[src/rtl/callback_timer_if.sv]
// Bundles the per-channel control strobes and status flags of callback_timer.
// The master side (a CPU block or testbench) drives the strobes. The slave side
// (the timer) drives the status outputs back.
`timescale 1ns/1ps

interface callback_timer_if #(
    parameter int ISIZE    = 16,
    parameter int CHANNELS = 4
);
    logic [CHANNELS-1:0]       load;
    logic [CHANNELS*ISIZE-1:0] countdown;
    logic [CHANNELS-1:0]       periodic;
    logic [CHANNELS-1:0]       cancel;
    logic [CHANNELS-1:0]       ack;
    logic [CHANNELS-1:0]       callback;
    logic [CHANNELS-1:0]       busy;
    logic [CHANNELS-1:0]       pending;
    logic                      any_callback;

    modport master (
        output load, countdown, periodic, cancel, ack,
        input  callback, busy, pending, any_callback
    );

    modport slave (
        input  load, countdown, periodic, cancel, ack,
        output callback, busy, pending, any_callback
    );
endinterface

[src/rtl/callback_timer.sv]
// Multi-channel callback timer.
// Each channel counts down a loaded delay and then raises a PULSE-cycle
// callback. It then either stops (one-shot) or reloads and repeats (periodic).
// Channels are fully independent. Cancel beats load, and load beats the
// normal countdown.
`timescale 1ns/1ps

module callback_timer #(
    parameter int ISIZE    = 16,
    parameter int CHANNELS = 4,
    parameter int PULSE    = 2
) (
    input  logic           clk,
    input  logic           reset,
    callback_timer_if.slave bus
);
    // The pulse counter only has to hold PULSE-1, and it needs at least one bit.
    localparam int PW = (PULSE > 1) ? $clog2(PULSE) : 1;

    typedef enum logic [1:0] {
        IDLE  = 2'd0,
        COUNT = 2'd1,
        FIRE  = 2'd2
    } state_t;

    logic [CHANNELS-1:0] callback_vec;
    logic [CHANNELS-1:0] busy_vec;
    logic [CHANNELS-1:0] pending_vec;

    for (genvar i = 0; i < CHANNELS; i++) begin : g_chan
        state_t           state_q, state_d;
        logic [ISIZE-1:0] count_q, count_d;
        logic [ISIZE-1:0] reload_q, reload_d;
        logic             mode_q, mode_d;
        logic [PW-1:0]    pulse_q, pulse_d;
        logic             fire_enter;
        logic             callback_r, busy_r, pending_r;

        // Next-state logic: cancel first, then load (retrigger), then countdown/fire progression
        always_comb begin
            state_d    = state_q;
            count_d    = count_q;
            reload_d   = reload_q;
            mode_d     = mode_q;
            pulse_d    = pulse_q;
            fire_enter = 1'b0;
            if (bus.cancel[i]) begin
                state_d = IDLE;
            end else if (bus.load[i]) begin
                state_d  = COUNT;
                count_d  = bus.countdown[i*ISIZE +: ISIZE];
                reload_d = bus.countdown[i*ISIZE +: ISIZE];
                mode_d   = bus.periodic[i];
            end else begin
                case (state_q)
                    IDLE: begin
                        state_d = IDLE;
                    end
                    COUNT: begin
                        if (count_q != '0) begin
                            count_d = count_q - ISIZE'(1);
                        end else begin
                            state_d    = FIRE;
                            pulse_d    = PW'(PULSE - 1);
                            fire_enter = 1'b1;
                        end
                    end
                    FIRE: begin
                        if (pulse_q != '0) begin
                            pulse_d = pulse_q - PW'(1);
                        end else if (mode_q) begin
                            state_d = COUNT;
                            count_d = reload_q;
                        end else begin
                            state_d = IDLE;
                        end
                    end
                    default: begin
                        state_d = IDLE;
                    end
                endcase
            end
        end

        // State and output registers. The outputs are taken from the next state so they stay glitch-free flops.
        always_ff @(posedge clk or posedge reset) begin
            if (reset) begin
                state_q    <= IDLE;
                count_q    <= '0;
                reload_q   <= '0;
                mode_q     <= 1'b0;
                pulse_q    <= '0;
                callback_r <= 1'b0;
                busy_r     <= 1'b0;
                pending_r  <= 1'b0;
            end else begin
                state_q    <= state_d;
                count_q    <= count_d;
                reload_q   <= reload_d;
                mode_q     <= mode_d;
                pulse_q    <= pulse_d;
                callback_r <= (state_d == FIRE);
                busy_r     <= (state_d != IDLE);
                if (fire_enter) begin
                    pending_r <= 1'b1;
                end else if (bus.ack[i]) begin
                    pending_r <= 1'b0;
                end
            end
        end

        assign callback_vec[i] = callback_r;
        assign busy_vec[i]     = busy_r;
        assign pending_vec[i]  = pending_r;
    end

    assign bus.callback     = callback_vec;
    assign bus.busy         = busy_vec;
    assign bus.pending      = pending_vec;
    assign bus.any_callback = |callback_vec;
endmodule

[src/flat_wrapper.sv]
// flat-port wrapper written by rule: the top's interface ports become plain ports
module callback_timer_flat 
#(
    parameter int ISIZE    = 16,
    parameter int CHANNELS = 4,
    parameter int PULSE    = 2
)
  (clk, reset, bus_load, bus_countdown, bus_periodic, bus_cancel, bus_ack, bus_callback, bus_busy, bus_pending, bus_any_callback);
  callback_timer_if #(.ISIZE(ISIZE), .CHANNELS(CHANNELS)) bus_i ();
  input  logic clk;
  input  logic reset;
  input wire logic [$bits(bus_i.load)-1:0] bus_load;
  input wire logic [$bits(bus_i.countdown)-1:0] bus_countdown;
  input wire logic [$bits(bus_i.periodic)-1:0] bus_periodic;
  input wire logic [$bits(bus_i.cancel)-1:0] bus_cancel;
  input wire logic [$bits(bus_i.ack)-1:0] bus_ack;
  output wire logic [$bits(bus_i.callback)-1:0] bus_callback;
  output wire logic [$bits(bus_i.busy)-1:0] bus_busy;
  output wire logic [$bits(bus_i.pending)-1:0] bus_pending;
  output wire logic [$bits(bus_i.any_callback)-1:0] bus_any_callback;
  assign bus_i.load = bus_load;
  assign bus_i.countdown = bus_countdown;
  assign bus_i.periodic = bus_periodic;
  assign bus_i.cancel = bus_cancel;
  assign bus_i.ack = bus_ack;
  assign bus_callback = bus_i.callback;
  assign bus_busy = bus_i.busy;
  assign bus_pending = bus_i.pending;
  assign bus_any_callback = bus_i.any_callback;
  callback_timer #(.ISIZE(ISIZE), .CHANNELS(CHANNELS), .PULSE(PULSE)) u_core (.clk(clk), .reset(reset), .bus(bus_i));
endmodule
[config.mk]
export PLATFORM = sky130hd
export DESIGN_NAME = callback_timer_flat
export DESIGN_NICKNAME = d
export VERILOG_FILES = /design/src/rtl/callback_timer_if.sv /design/src/rtl/callback_timer.sv /design/src/flat_wrapper.sv
export SDC_FILE = /design/constraint.sdc
export NUM_CORES = 1
export LEC_CHECK = 0
export CAP_MARGIN = 10
export CORE_MARGIN = 2
export CORE_UTILIZATION = 45
export CTS_CLUSTER_SIZE = 10
export DETAILED_ROUTE_END_ITERATION = 12
export PLACE_DENSITY = 0.66
export SYNTH_ARGS = -nofsm -noshare
export SYNTH_HDL_FRONTEND = slang
export SYNTH_SLANG_ARGS = --single-unit
[constraint.sdc]
create_clock -name clk -period 8.77 [get_ports clk]
set_input_delay 2.631 -clock clk [delete_from_list [all_inputs] [get_ports clk]]
set_output_delay 2.631 -clock clk [all_outputs]
set_load 0.03 [all_outputs]
After elaboration in Yosys (flattened, before gate mapping):

Index checks and enable logic that the tools add are counted.

* register bits: 156
* latch bits: 0
* bits in writable memories: 0
* ROM bits: 0
* bits of input ports: 82
* output and inout bits: 13
* logic and storage cells: 189
* memories: 0

* add/sub/neg operators: 8
* multipliers: 0
* div/mod/pow operators: 0
* magnitude comparators: 0
* equality and inequality tests: 28
* shifts and indexed selects: 0
* mux-type cells: 80
* bitwise operators: 8
* reduce and logical (&&, ||, !) cells: 33

Operators by type and width (number)
* 16-bit two-way mux: 16
* 16-bit one-hot mux with 2 select lines: 4
* 16-bit nonzero test: 4
* 16-bit by 1-bit subtractor with 16-bit output (second input constant): 4
* 1-bit two-way mux: 36
* 2-bit two-way mux: 16
* 3-bit by 2-bit inequality test with 1-bit output (second input constant): 8
* 2-bit nonzero test: 12
* 5-bit AND reduction: 4
* 2-bit equality test (second input constant): 8
* 2-bit one-hot mux with 2 select lines: 4
* 4-bit AND reduction: 4
* 3-bit inequality test (second input constant): 4
* 3-bit nonzero test: 4
* 2-bit by 1-bit equality test with 1-bit output (second input constant): 4
* 2-bit inequality test (second input constant): 4
* 1-bit inverter: 8
* 1-bit one-hot mux with 2 select lines: 4
* 2-bit AND reduction: 4
* 4-bit OR reduction: 1
* 1-bit subtractor (second input constant): 4

Depth between registers and ports, before layout:

Gate-level depths: netlist of the first run.

* depth in word-level cells: 6
* depth in mapped cells: 9
* mapped depth without buffers: 7

Worst setup path before layout of the first run:

OpenSTA, ideal clock, no wires.

* kind: input to register
* start: input bus_load[0]
* end: register u_core.g_chan[0].mode_q
* setup time: 125 ps
* arrival time: 4107 ps
* data required time: 8645 ps
* setup slack: 4538 ps
* cell stages on the path: 6
* path buffers: 3
* cell sequence: buf_2 > inv_1 > clkbuf_1 > nor2_1 > clkbuf_1 > mux2_2

* word-level cells in the longest chain between the ends: 1

Ends and longest elaborated chain
* from (decl): RTL line flat_wrapper.sv:12 `input wire logic [$bits(bus_i.load)-1:0] bus_load;`
* 2-bit AND reduction (no line)
* to (signal assigned): RTL line callback_timer.sv:100 `mode_q <= mode_d;`
* to (decl): RTL line callback_timer.sv:34 `logic mode_q, mode_d;`

Every way passes these cells.
A chain may end at the register's enable or synchronous reset.

Worst setup path in the final report of the first run:

* start: input bus_load[0]
* end: register u_core.g_chan[0].reload_q[10]

* word-level cells in the longest chain between the ends: 1

Ends and longest elaborated chain
* 2-bit AND reduction (no line)
* to (signal assigned): RTL line callback_timer.sv:99 `reload_q <= reload_d;`
* to (decl): RTL line callback_timer.sv:33 `logic [ISIZE-1:0] reload_q, reload_d;`

Every way passes these cells.

==> results.yml, run 1 <==
status:
  outcome: "complete, no violations"
hold_path:
  hold_depth: 2
  hp-class: "reg2reg"
  holdPathEnd: "u_core.g_chan[1].reload_q[9]"
  min_from: "u_core.g_chan[1].reload_q[9]"
clock_tree:
  path_clk_slew_ps: 60
  cts_max_level: 4
  cts_buffers: 17
  clk_latency_ps: 430
  post_cts_buffers: 0
  root_buffer: "clkbuf_16"
  cts_tree: "done"
  cts_buffer_depth: 2
  cts_sinks: 156
  cts_hold_buffers: 0
  cts_resized: 0
place:
  numPortBuffers: 94
  place_area_sq_mm: 0.00977
  place_congestion: 0.794
  hpwl_um: 13500
synth:
  async_reset_ff_share_pct: 100
  synthAdderAreaFrac_pct: 1.72
  synth.distinct_cells: 73
  synth_xor_area_share_pct: 3.51
  synth_edf_count: 0
  ys_ff_latch: 156
  syn_avg_cell_area_sq_um: 8.91
  synth_top_family_by_area: "compound AO/OA/AOI/OAI gates"
  synthSimpleGateAreaFrac_pct: 19.5
  synth_nets: 1073
  synth_cells: 979
  synthFlopType: "dfrtp_1"
  yosysWarnings: 0
  seq_area_frac_synth_pct: 44.7
  syn_area_sq_mm: 0.00873
  synthMuxAreaShare_pct: 4.72
  synth_compound_area_share_pct: 19.8
final_layout:
  final_cell_mix: "nand2_1, dfrtp_1, clkdlybuf4s50_1"
  syn_to_final_growth_pct: 18.4
  antennaDiodeCount: 0
  drive_gt1_share_pct: 8.32
  fin_area_sq_mm: 0.0103
  layout_commonest_cell: "nand2_1"
  final_nets: 1128
floorplanning:
  die_w_um: 143
  dieArea_sq_mm: 0.0205
  pin_count: 95
  core_area_sq_mm: 0.0189
  fp.dieH_um: 143
  initial_core_util_pct: 46.2
  num_rows: 50
pwr:
  ir_drop_uv: 124
  power_density_mw_per_mm2: 196
  total_leakage_power_nw: 4.31
timing:
  setup_tns_ps: 0
  setup_viol: 0
  clock.fmax_mhz: 201
  slew_viol_final: 0
  rsz0062_at_grt: "no"
  layout_min_cycle_time_ps: 4980
  relSlewSlack_pct: 33.2
  finalHoldViolations: 0
  timing.final.crit_share_pct: 56.8
  clock_skew_ps: 11.1
  tightest_slew_ps: 1000
grt:
  grt_max_degree: 106
  track_usage_pct: 21.2
  grt_pass1_wl_um: 35000
  grt_pass1_vias: 7036
  antenna_found_initial: 0
  grt_overflow: 0
drt:
  dr.pass1.iters: 5
  via_count: 7193
  drt_iter0_drc: 570
  ant_nets: 0
  wl_per_cell_um: 15.7
  viasPerCell: 5.51
  wl_um: 20600
  drc: 0
setup_path:
  ff2ff_path_depth: 7
  critical_path_required_ps: 9080
  worstPathMaxFanout: 20
  startpoint_type: "input port"
  rr_endpoint: "u_core.g_chan[0].count_q[10]"
  rrSetupSlack_ps: 5730
  crit_type: "in2reg"
  arrival_ps: 5290
  end_kind: "register"
  rr_startpoint: "u_core.g_chan[0].state_q[0]"
job:
  maxCapViolations: 0
[worst max-delay path by stage]
stage | startpoint | to
after floorplan | reset | u_core.g_chan[0].busy_r
after global placement | bus_load[0] | u_core.g_chan[0].mode_q
after detailed placement | bus_load[0] | u_core.g_chan[0].reload_q[0]
after CTS | bus_load[0] | u_core.g_chan[0].reload_q[10]
after global routing | bus_load[0] | u_core.g_chan[0].reload_q[7]
final | bus_load[0] | u_core.g_chan[0].reload_q[10]
[sequential cells by signal (all words and copies together), names as in the netlist]
register,cells
u_core.g_chan.callback_r,4
u_core.g_chan.mode_q,4
u_core.g_chan.count_q,64
u_core.g_chan.busy_r,4
u_core.g_chan.state_q,8
u_core.g_chan.reload_q,64
u_core.g_chan.pending_r,4
u_core.g_chan.pulse_q,4
[report_power, final]
group	internal, mW	switching (mW)
Combinational	0.185	0.196
Clock	0.416	0.303
Sequential	0.822	0.106
Total	1.42	0.606
[cell usage after synthesis, types with 4 or more instances]
cell / instances / area [sq um]
nor4_4: 4 / 85.1
dfrtp_1: 156 / 3900
nor3_1: 17 / 85.1
o21ai_0: 51 / 255
buf_2: 10 / 50.1
o22ai_1: 7 / 43.8
a31oi_1: 14 / 87.6
or3_1: 5 / 31.3
xnor2_1: 25 / 219
ha_1: 12 / 150
nand2b_1: 21 / 131
o31ai_1: 5 / 37.5
xor2_1: 10 / 87.6
or4_1: 8 / 60.1
nand3_1: 15 / 75.1
nand3b_1: 4 / 30.0
o311ai_0: 4 / 35.0
o311ai_1: 4 / 35.0
buf_4: 14 / 105
o31a_1: 7 / 61.3
o211ai_1: 17 / 128
o21ai_1: 20 / 100
a21boi_1: 5 / 37.5
a211oi_1: 8 / 60.1
nand4_1: 6 / 37.5
mux2i_1: 13 / 130
o21a_1: 9 / 67.6
o2111ai_1: 9 / 78.8
mux2_2: 25 / 282
or2_2: 4 / 25.0
nor4_1: 17 / 106
clkbuf_1: 46 / 173
nor2_1: 55 / 206
a22oi_1: 13 / 97.6
inv_1: 50 / 188
nand2_1: 174 / 653
a21oi_1: 61 / 305
[layout make-up]
class	count	area, sq um
Clock buffer	20	437
Clock inverter	11	123
Fill cell	1731	8560
Inverter	51	196
Multi-Input combinational cell	701	4310
Sequential cell	156	3900
Tap cell	260	325
Timing Repair Buffer	107	1040
[metrics by stage]
stage / power [mW] / std cells / util, % / worst slack (ps) / hold slack [ps]
finish: 2.03 / 1306 / 54.7 / 3790 / 472
global route: 2.15 / 1306 / 54.7 / 3660 / 493
CTS: 2.05 / 1306 / 54.7 / 3860 / 472
detailed placement: 1.32 / 1275 / 51.7 / 3390 / 454
global placement: 1.31 / 1275 / 51.7 / 3450 / 451
floorplan: 1.20 / 979 / - / 1930 / 437
[cells by family after synthesis]
family,Yosys count
AOI/OAI and AO/OA,264
xor gates and xnor gates,35
adders and majority gates,12
buffers and inverters,122
DFF,156
muxes,38
and+or+nand+nor,352
[metal layers]
layer	global-route usage, %	routed length [um]
met4	5.26	220
met2	34.2	9530
met3	4.33	778
met1	29.3	10000
met5	0	0
[worst max-delay path: stages]
cell and delay, ps:
clkdlybuf4s50_1 990, inv_1 390, nor2_1 540, buf_4 360, mux2_2 360
(Power assumes the default switching activity.)
==> inputs of run 2 (changes only) <==
==> constraint.sdc (replaced) <==
create_clock -name clk -period 5.08 [get_ports clk]
set_input_delay 1.524 -clock clk [delete_from_list [all_inputs] [get_ports clk]]
set_output_delay 1.524 -clock clk [all_outputs]
set_load 0.03 [all_outputs]
==> run 2 against run 1 <==
Final cell count rose by 0.61%; routed wire length rose by 0.29%; clock skew rose by 0.87 ps; sequential cell count did not move; highest routed layer unchanged; critical endpoint is now bus_any_callback.
==> results.yml, run 2 (synthesis gave the netlist of run 1 again) <==
place:
  place_congestion: 0.838
  post-place-ws_ps: 1360
  numPortBuffers: 94
  hpwl_um: 13700
timing:
  setup_viol: 0
  tightest_slew_ps: 948
  finalHoldViolations: 0
  rsz0062_at_grt: "no"
  setup_tns_ps: 0
  layout_min_cycle_time_ps: 3490
  relSlewSlack_pct: 36.8
  clock.fmax_mhz: 286
  slew_viol_final: 0
  clock_skew_ps: 11.9
  setup_ws_ps: 1590
  timing.final.crit_share_pct: 68.8
clock_tree:
  cts_hold_buffers: 0
  cts_buffers: 17
  cts_resized: 0
  cts_max_level: 4
  root_buffer: "clkbuf_16"
  clk_latency_ps: 430
  cts_sinks: 156
  cts_tree: "done"
  cts_buffer_depth: 2
  path_clk_slew_ps: 70
  post_cts_buffers: 0
drt:
  viasPerCell: 5.57
  wl_um: 20600
  via_count: 7313
  drt_iter0_drc: 555
  dr.pass1.iters: 5
  wl_per_cell_um: 15.7
  drc: 0
  ant_nets: 0
grt:
  antenna_found_initial: 0
  grt_pass1_wl_um: 34700
  grt_pass1_vias: 6945
  track_usage_pct: 21.0
  grt_overflow: 0
  grt_max_degree: 81
floorplanning:
  core_area_sq_mm: 0.0189
  initial_core_util_pct: 46.2
  pin_count: 95
  die_w_um: 143
  dieArea_sq_mm: 0.0205
  fp.dieH_um: 143
  num_rows: 50
job:
  maxCapViolations: 0
status:
  outcome: "complete, no violations"
setup_path:
  startpoint_type: "register"
  crit_type: "reg2out"
  crit_family: "buffers and inverters"
  crit_buf_inv: 1
  arrival_ps: 1970
  end_kind: "primary output"
  slowest_stage: "clkdlybuf4s50_1"
  critical_path_required_ps: 3560
  critPathMaxStageDelay_ps: 610
  worstPathMaxFanout: 2
  crit_path_cell_trace: "or4_1 > clkdlybuf4s50_1"
final_layout:
  final_nets: 1135
  final_cell_mix: "nand2_1, dfrtp_1, clkdlybuf4s50_1"
  layout_commonest_cell: "nand2_1"
  drive_gt1_share_pct: 8.92
  syn_to_final_growth_pct: 19.5
  antennaDiodeCount: 0
  top_regs: "u_core.g_chan.count_q: 64 flops, u_core.g_chan.reload_q: 64 flops, u_core.g_chan.state_q: 8 flops"
pwr:
  power_density_mw_per_mm2: 342
  total_leakage_power_nw: 4.36
  ir_drop_uv: 219
hold_path:
  hp-class: "reg2reg"
-- run 2: changes by cell type in the layout (fill, tap and decap cells not counted), sizes merged --
cell | previous run | this run
buf | 13 | 20
bufinv | 2 | 3
clkbuf | 20 | 21
clkinv | 6 | 4
clkinvlp | 4 | 5
-- run 2: per-layer routing --
metal  GRT usage [%]  wire [um]  vias to the layer above
met3            4.86       1020                       12
met1            29.6      10100                     3544
met4            4.75        158                        0
met5               0          0                        -
met2            33.0       9370                      175
li1                -          -                     3582
-- run 2: path summary, 6_finish.rpt --
check / from / endpoint / slack, ps / depth (start not counted)
worst max-delay path: u_core.g_chan[3].callback_r / bus_any_callback / 1590 / 2
min in group asynchronous: reset / u_core.g_chan[2].pending_r / 1650 / 2
worst min register to register: u_core.g_chan[1].reload_q[9] / u_core.g_chan[1].reload_q[9] / 470 / 2
worst min-delay path: u_core.g_chan[1].reload_q[9] / u_core.g_chan[1].reload_q[9] / 470 / 2
max in group asynchronous: reset / u_core.g_chan[3].reload_q[15] / 2520 / 3
worst max register to register: u_core.g_chan[0].state_q[0] / u_core.g_chan[0].count_q[10] / 2030 / 7
-- run 2: worst min-delay path, cell delays in order, from the launching register on --
cell,delay [ps]
dfrtp_1,330
nand2_1,50
nand2_1,50
-- run 2: report_power, final --
group | switching (mW) | total [mW] | internal [mW] | leakage [nW]
Combinational | 0.340 | 0.666 | 0.326 | 2.18
Clock | 0.529 | 1.30 | 0.772 | 0.273
Sequential | 0.183 | 1.60 | 1.42 | 1.90
-- run 2: cell type report --
| class | instances | area, sq um |
|---|---|---|
| Inverter | 51 | 195 |
| Sequential cell | 156 | 3900 |
| Multi-Input combinational cell | 701 | 4310 |
| Fill cell | 1750 | 8460 |
| Clock buffer | 21 | 440 |
| Clock inverter | 11 | 144 |
| Timing Repair Buffer | 114 | 1120 |
| Tap cell | 260 | 325 |
-- run 2: through the flow --
step,hold slack (ps),area [sq um],cells,util [%],power (mW)
2_1_floorplan,437,8730,979,-,2.07
3_5_place_dp,454,9850,1282,52.1,2.29
6_report,466,10400,1314,55.2,3.57
3_3_place_gp,448,9850,1282,52.1,2.27
4_1_cts,471,10400,1314,55.2,3.60
5_1_grt,497,10400,1314,55.2,3.77
==> inputs of run 3 (changes only) <==
--- a/config.mk
+++ b/config.mk
@@ -10,7 +10,7 @@
 export CORE_UTILIZATION = 45
 export CTS_CLUSTER_SIZE = 10
 export DETAILED_ROUTE_END_ITERATION = 12
-export PLACE_DENSITY = 0.66
+export PLACE_DENSITY = 0.68
 export SYNTH_ARGS = -nofsm -noshare
 export SYNTH_HDL_FRONTEND = slang
 export SYNTH_SLANG_ARGS = --single-unit
==> constraint.sdc (replaced) <==
create_clock -name clk -period 3.1 [get_ports clk]
set_input_delay 0.93 -clock clk [delete_from_list [all_inputs] [get_ports clk]]
set_output_delay 0.93 -clock clk [all_outputs]
set_load 0.03 [all_outputs]
==> run 3 against run 2 <==
Critical path depth unchanged; sequential power up 64%; die area is the same; critical path type unchanged; largest cell class unchanged.
==> results.yml, run 3 (synthesis gave the netlist of run 1 again) <==
setup_path:
  critical_path_required_ps: 2170
  slowest_stage: "clkdlybuf4s50_1"
  critPathMaxStageDelay_ps: 600
  crit_path_cell_trace: "or4_1 > clkdlybuf4s50_1"
  worstPathMaxFanout: 2
  end_kind: "primary output"
  cp-startpoint: "u_core.g_chan[3].callback_r"
  rr_startpoint: "u_core.g_chan[0].count_q[0]"
  crit_type: "reg2out"
  rr_endpoint: "u_core.g_chan[0].count_q[9]"
  ff2ff_path_depth: 8
  startpoint_type: "register"
  arrival_ps: 1930
  cp-endpoint: "bus_any_callback"
  rrSetupSlack_ps: 450
timing:
  setup_ws_ps: 240
  relSlewSlack_pct: 57.2
  timing.final.crit_share_pct: 92.3
  layout_min_cycle_time_ps: 2860
  setup_viol: 0
  setup_tns_ps: 0
  slew_viol_final: 0
  clock_skew_ps: 8.69
  clock.fmax_mhz: 350
  tightest_slew_ps: 636
  finalHoldViolations: 0
  rsz0062_at_grt: "no"
final_layout:
  drive_gt1_share_pct: 10.8
  utilization_pct: 56.2
  layout_commonest_cell: "nand2_1"
  final_nets: 1153
  top_regs: "u_core.g_chan.count_q: 64 flops, u_core.g_chan.reload_q: 64 flops, u_core.g_chan.state_q: 8 flops"
  fin_area_sq_mm: 0.0106
  syn_to_final_growth_pct: 21.6
  antennaDiodeCount: 0
  final_cell_mix: "nand2_1, dfrtp_1, clkdlybuf4s50_1"
drt:
  dr.pass1.iters: 5
  via_count: 7381
  drt_iter0_drc: 369
  ant_nets: 0
  drc: 0
  wl_um: 20800
  viasPerCell: 5.54
  wl_per_cell_um: 15.6
pwr:
  power_density_mw_per_mm2: 564
  switching_share_pct: 29.1
  pwr-share-seq_pct: 43.8
  p_int_mw: 4.25
  combinationalPowerShare_pct: 18.6
  p_switching_mw: 1.74
  clockPowerShare_pct: 37.6
  total_leakage_power_nw: 4.48
  ir_drop_uv: 335
clock_tree:
  cts_max_level: 4
  cts_resized: 0
  post_cts_buffers: 0
  root_buffer: "clkbuf_16"
  path_clk_slew_ps: 60
  cts_buffer_depth: 2
  cts_buffers: 17
  cts_hold_buffers: 0
  clk_latency_ps: 420
  cts_sinks: 156
  cts_tree: "done"
place:
  place_area_sq_mm: 0.00998
  post-place-ws_ps: 333
  numPortBuffers: 94
  place_congestion: 0.831
  hpwl_um: 14300
job:
  maxCapViolations: 0
grt:
  grt_max_degree: 65
  antenna_found_initial: 0
  grt_overflow: 0
  grt_pass1_vias: 7262
  grt_pass1_wl_um: 35000
  track_usage_pct: 21.2
floorplanning:
  pin_count: 95
  die_w_um: 143
  num_rows: 50
  dieArea_sq_mm: 0.0205
  fp.dieH_um: 143
  core_area_sq_mm: 0.0189
  initial_core_util_pct: 46.2
status:
  outcome: "complete, no violations"
hold_path:
  hp-class: "reg2reg"
-- run 3: cell count changes in the layout (fill, tap and decap cells not counted), sizes merged --
cell / change
inv: +1
clkinv: +4
clkinvlp: -3
clkbuf: -3
bufinv: +1
buf: +18
-- run 3: layout make-up --
cell class              instances  area, sq um
clock inverters                14          191
flip-flops and latches        156         3900
fillers                      1718         8280
repair buffers                132         1250
clock buffers                  18          439
inverters                      51          195
well taps                     260          325
multi-input cells             701         4310
-- run 3: worst min path at each step --
stage / from / endpoint / slack, ps / depth (start not counted)
after detailed placement: u_core.g_chan[2].reload_q[12] / u_core.g_chan[2].reload_q[12] / 450 / 2
after floorplan: u_core.g_chan[1].reload_q[14] / u_core.g_chan[1].reload_q[14] / 440 / 2
after global routing: u_core.g_chan[2].reload_q[12] / u_core.g_chan[2].reload_q[12] / 490 / 2
final: u_core.g_chan[2].mode_q / u_core.g_chan[2].mode_q / 470 / 2
after CTS: u_core.g_chan[2].reload_q[12] / u_core.g_chan[2].reload_q[12] / 470 / 2
after global placement: u_core.g_chan[2].reload_q[13] / u_core.g_chan[2].reload_q[13] / 450 / 2
-- run 3: worst max-delay path: cells and delay by family (launching register included) --
kind                   cells  cell delay, ps
buffers and inverters      1             600
flip-flops                 1             410
AND/OR/NAND/NOR            1             500
-- run 3: layer usage --
metal | part of all wire [%] | wire length [um] | global-route usage [%]
met2 | 47 | 9800 | 34.8
met4 | 1.3 | 261 | 5.31
met3 | 5.2 | 1080 | 4.69
met1 | 46 | 9620 | 28.5
met5 | 0 | 0 | 0
-- run 3: metrics by stage --
stage | power, mW | instances | hold WS [ps]
4_1_cts | 6.03 | 1332 | 470
6_report | 5.99 | 1332 | 466
5_1_grt | 6.32 | 1332 | 493
3_5_place_dp | 3.77 | 1300 | 454
2_1_floorplan | 3.39 | 979 | 437
3_3_place_gp | 3.73 | 1300 | 450
-- run 3: power by group through the flow --
stage          Sequential, mW  Combinational, mW  Clock [mW]
2_1_floorplan            2.56              0.822           0
3_3_place_gp             2.64               1.09           0
3_5_place_dp             2.65               1.11           0
4_1_cts                  2.62               1.12        2.29
5_1_grt                  2.67               1.26        2.39
6_report                 2.62               1.12        2.25
